<file path="src/rtl/mem_pkg.sv">
// Shared MemoryCore port B types and widths.
package mem_pkg;

    localparam int unsigned ADDR_W = 15;
    localparam int unsigned DATA_W = 16;

    typedef enum logic {
        REQ0 = 1'b0,
        REQ1 = 1'b1
    } reqId_t;

    typedef struct packed {
        logic   valid;
        reqId_t id;
    } rdTag_t;

endpackage

</file>
<file path="src/rtl/mem_rd_tag_pipe.sv">
// Read-tag delay line: tracks which requester owns each in-flight read so
// the returning data can be steered. Depth covers the address register plus
// the RAM read latency.
module mem_rd_tag_pipe
    import mem_pkg::*;
#(
    parameter int unsigned RD_LAT = 1
) (
    input  logic   CLK,
    input  logic   RST,
    input  rdTag_t tagIn,
    output rdTag_t tagOut
);

    localparam int unsigned DEPTH = RD_LAT + 1;

    rdTag_t stage [DEPTH];

    // Shift tags one stage per cycle; reset drops every in-flight tag.
    always_ff @(posedge CLK) begin
        if (RST) begin
            for (int unsigned i = 0; i < DEPTH; i++) begin
                stage[i] <= '0;
            end
        end else begin
            stage[0] <= tagIn;
            for (int unsigned i = 1; i < DEPTH; i++) begin
                stage[i] <= stage[i-1];
            end
        end
    end

    assign tagOut = stage[DEPTH-1];

endmodule

</file>
<file path="src/rtl/mem_portb_arbiter.sv">
// Round-robin arbiter sharing MemoryCore port B between two requesters,
// with bounded bursts and tagged read-data return.
module mem_portb_arbiter #(
    parameter int unsigned ADDR_W    = mem_pkg::ADDR_W,
    parameter int unsigned DATA_W    = mem_pkg::DATA_W,
    parameter int unsigned RD_LAT    = 1,
    parameter int unsigned MAX_BURST = 4
) (
    input  logic              CLK,
    input  logic              RST,

    input  logic              req0,
    input  logic              we0,
    input  logic [ADDR_W-1:0] addr0,
    input  logic [DATA_W-1:0] wdata0,
    output logic              gnt0,
    output logic              rvalid0,

    input  logic              req1,
    input  logic              we1,
    input  logic [ADDR_W-1:0] addr1,
    input  logic [DATA_W-1:0] wdata1,
    output logic              gnt1,
    output logic              rvalid1,

    output logic [DATA_W-1:0] rdata,

    output logic              mem_we,
    output logic [ADDR_W-1:0] mem_addr,
    output logic [DATA_W-1:0] mem_din,
    input  logic [DATA_W-1:0] mem_dout
);

    import mem_pkg::*;

    localparam int unsigned      CNT_W   = $clog2(MAX_BURST + 1);
    localparam logic [CNT_W-1:0] CNT_MAX = CNT_W'(MAX_BURST);
    localparam logic [CNT_W-1:0] CNT_ONE = CNT_W'(1);

    reqId_t            owner;
    reqId_t            ownerNext;
    logic [CNT_W-1:0]  cnt;
    logic [CNT_W-1:0]  cntNext;
    reqId_t            winner;
    logic              anyGnt;
    logic              winWe;
    logic [ADDR_W-1:0] winAddr;
    logic [DATA_W-1:0] winData;
    rdTag_t            tagIn;
    rdTag_t            tagOut;

    // Pick the winner and compute the next owner/burst count.
    always_comb begin
        winner    = REQ0;
        ownerNext = owner;
        cntNext   = cnt;
        anyGnt    = (req0 || req1) && !RST;

        if (req0 && req1) begin
            // Owner keeps the port until its burst budget is spent.
            if (cnt < CNT_MAX) begin
                winner = owner;
            end else begin
                winner = (owner == REQ0) ? REQ1 : REQ0;
            end
        end else if (req1) begin
            winner = REQ1;
        end

        if (anyGnt) begin
            if (winner == owner) begin
                cntNext = (cnt == CNT_MAX) ? CNT_MAX : cnt + CNT_ONE;
            end else begin
                ownerNext = winner;
                cntNext   = CNT_ONE;
            end
        end
    end

    // Arbitration state register.
    always_ff @(posedge CLK) begin
        if (RST) begin
            owner <= REQ1;
            cnt   <= CNT_MAX;
        end else begin
            owner <= ownerNext;
            cnt   <= cntNext;
        end
    end

    assign gnt0 = anyGnt && (winner == REQ0);
    assign gnt1 = anyGnt && (winner == REQ1);

    assign winWe   = (winner == REQ1) ? we1    : we0;
    assign winAddr = (winner == REQ1) ? addr1  : addr0;
    assign winData = (winner == REQ1) ? wdata1 : wdata0;

    // Port B pin registers; address/data hold when idle so only we drops.
    always_ff @(posedge CLK) begin
        if (RST) begin
            mem_we   <= 1'b0;
            mem_addr <= '0;
            mem_din  <= '0;
        end else if (anyGnt) begin
            mem_we   <= winWe;
            mem_addr <= winAddr;
            mem_din  <= winData;
        end else begin
            mem_we   <= 1'b0;
        end
    end

    assign tagIn = '{valid: anyGnt && !winWe, id: winner};

    mem_rd_tag_pipe #(
        .RD_LAT (RD_LAT)
    ) u_tagPipe (
        .CLK    (CLK),
        .RST    (RST),
        .tagIn  (tagIn),
        .tagOut (tagOut)
    );

    // Steer the returning read to its issuer; nothing returns during reset.
    assign rvalid0 = tagOut.valid && (tagOut.id == REQ0) && !RST;
    assign rvalid1 = tagOut.valid && (tagOut.id == REQ1) && !RST;
    assign rdata   = mem_dout;

endmodule

</file>
<file path="config.mk">
export PLATFORM = sky130hd
export DESIGN_NAME = mem_portb_arbiter
export DESIGN_NICKNAME = d
export VERILOG_FILES = /design/src/rtl/mem_pkg.sv /design/src/rtl/mem_rd_tag_pipe.sv /design/src/rtl/mem_portb_arbiter.sv
export SDC_FILE = /design/constraint.sdc
export NUM_CORES = 1
export LEC_CHECK = 0
export ABC_AREA = 1
export CAP_MARGIN = 20
export CORE_UTILIZATION = 35
export DETAILED_ROUTE_END_ITERATION = 12
export HOLD_SLACK_MARGIN = 0.08
export PLACE_DENSITY = 0.78
export SKIP_LAST_GASP = 1
export SLEW_MARGIN = 20
export SYNTH_ARGS = -nofsm -noshare
export SYNTH_HDL_FRONTEND = slang
export SYNTH_SLANG_ARGS = --single-unit
</file>
<file path="constraint.sdc">
create_clock -name CLK -period 1.15 [get_ports CLK]
set_input_delay 0.1725 -clock CLK [delete_from_list [all_inputs] [get_ports CLK]]
set_output_delay 0.1725 -clock CLK [all_outputs]
set_load 0.05 [all_outputs]
</file>
==> metrics <==
status=complete, but fails checks; failing checks=design-rule violations, negative setup slack; Placeable Area=6460 um2; CTS max path bufs=2; Slew @ Worst Pin=275 ps; area delta synth->final=69.1%; Post-Route Skew=6.84 ps; Cell Chain, Critical Path=inv_4 -> nand2_4 -> nand3_4 -> nand2_8 -> nand2_4 -> clkinvlp_4 -> buf_12; final setup vio count=37; die width=84.4 um; post-synthesis cell count=326; Initial Util=0.368; RSZ-0062 raised after global routing=yes; family with the most delay on the worst path=flip-flops; power per cell area=1060 nW/um2; most common cell after layout, fill and taps aside=nand2_1; total chip power=4.25 mW; worst skew pair latency=280 ps; Worst Hold Class=input port to output pin; # clock sinks=40; share of layout cells above drive strength 1=0.260; CP max FO=4; Place WS=-472 ps; Post-Synthesis Cell Area=2380 um2; GP Congestion=0.804; Net Count, Synth=412; final worst path period need=1450 ps; dpl hpwl=5000 um; vias in the first global route=2,361; Nets=516; Via Count=2,453; Fill cells=577; most frequent cells in the layout=77 x nand2_1, 64 x clkdlybuf4s50_1, 53 x nand3_1; setup slack, reg-to-reg=-230 ps; final hold vios=0; library cells used by synthesis=27; Top cell by count, worst path=nand2_4; Buf/Inv on CP=3; initial antenna violation count=0; IO Pins=136; Final Core Density=0.622; max_slew headroom=0.816; cts bufs inserted=5; Placed Cells=491; Tcrit/Tclk final=1.26; PortBufs=103; Startpoint Class=flop; Max Fclk=689 MHz; Max VDD drop=552 uV; DIE AREA=7130 um2; Ys Warns=0; final slew viol count=0; Antenna Cells=0; die span in y=84.4 um; root buffer cell=clkbuf_8; GRT Util Overall=0.188; worst hold slack=345 ps; clock slew seen by the registers of the worst setup and hold paths=80 ps; via/cell ratio=4.83; critical path capture point=gnt0; Reg2Reg Capture Point=mem_din[3]; wire per inst=13.3 um; Worst Setup End Kind=output pin; residual DRC count=7; CTS tree=done; Worst Path Required=980 ps; critical path's largest stage delay=370 ps; Worst R2R Start=owner; Final Cell Area=4020 um2; fin worst setup slack=-302 ps; WP depth=7; FP Rows=29; Leakage=1.90 nW; DRT iter0 DRCs=102; Final ANT Viol Nets=0; post-synthesis sequential area ratio=0.337; largest net degree at the start of global routing=36; Setup CP Type=flop to output pin; r2r worst-path depth=10; H-tree level count=2; CP arrival=1280 ps; Area after DPL=3790 um2; TritonRoute pass-1 iters=11; max-cap viol count=0; total gr overflow=0; Finished Layout Cells=508; Fin Setup TNS=-7200 ps; syn avg cell area=7.29 um2; FF+latch count, synth=40; Critical-path top delay cell=dfxtp_4; worst setup path startpoint=owner; first-pass GRT wire length=10,900 um; drt total wl=6770 um; hold_sp=mem_dout[3]
[cell type report]
class                           count  area, um2  share of cell area
Sequential cell                    40        813               0.202
Tap cell                           77       96.3              0.0240
Multi-Input combinational cell    202       1100               0.273
Inverter                           45        180              0.0448
Timing Repair Buffer              136       1740               0.434
Clock buffer                        8       90.1              0.0224
[cells in the mapped netlist]
master	count	area [um2]
nor2_4	1	11.3
clkbuf_1	1	3.75
ha_1	2	25.0
nand3_2	7	70.1
nand2_4	2	22.5
inv_1	42	158
and2_1	1	6.26
nor2_2	3	18.8
buf_8	5	75.1
a21oi_1	5	25.0
nor2_1	14	52.6
nand2_1	78	293
dfxtp_1	40	801
nand3_1	53	265
o22ai_2	1	12.5
inv_6	1	8.76
nand2_2	2	12.5
inv_2	2	7.51
nand4_1	28	175
buf_12	1	20.0
o21ai_0	2	10.0
nor2_8	1	20.0
buf_6	7	78.8
nand3_4	1	17.5
o211ai_1	1	7.51
buf_4	22	165
buf_2	3	15.0
[power breakdown]
group | switching, mW | leakage [nW] | internal, mW | total (mW)
combinational | 0.822 | 1.53 | 0.865 | 1.69
clock | 0.469 | 0.0455 | 0.490 | 0.959
sequential | 0.111 | 0.331 | 1.49 | 1.60
total | 1.40 | 1.90 | 2.85 | 4.25
[sequential cells by signal, summed over array words and instances, names as in the netlist]
name,cells
mem_din,16
mem_addr,15
u_tagPipe.stage,4
cnt,3
mem_we,1
owner,1
[how the worst min path moves through the flow]
stage	cells after the start	to
3_5_place_dp	0	rdata[13]
4_1_cts	0	rdata[13]
2_1_floorplan	2	cnt[2]
5_1_grt	0	rdata[3]
3_3_place_gp	0	rdata[13]
6_report	0	rdata[3]
[cells by family after synthesis]
kind of cell               after synthesis  synth area share
and+or+nand+nor                        191             0.406
buffers and inverters                   84             0.224
DFF                                     40             0.337
AOI/OAI and AO/OA                        9            0.0232
adders and majority gates                2            0.0105
[per-layer routing]
| layer | wire [um] | global-route usage | vias up |
|---|---|---|---|
| met5 | 0 | 0 | - |
| met1 | 2800 | 0.215 | 1124 |
| met3 | 424 | 0.0452 | 9 |
| met4 | 59 | 0.0493 | 0 |
| met2 | 3490 | 0.349 | 85 |
| li1 | - | - | 1235 |
[what timing repair did]
item,in CTS,in global routing
pin swaps,6,11
hold buffers,0,0
endpoints found under the hold margin,0,0
gates resized for setup,15,14
setup endpoints to repair,40,41
buffers inserted,6,4
Note: power is estimated with default switching activity, not from simulation.
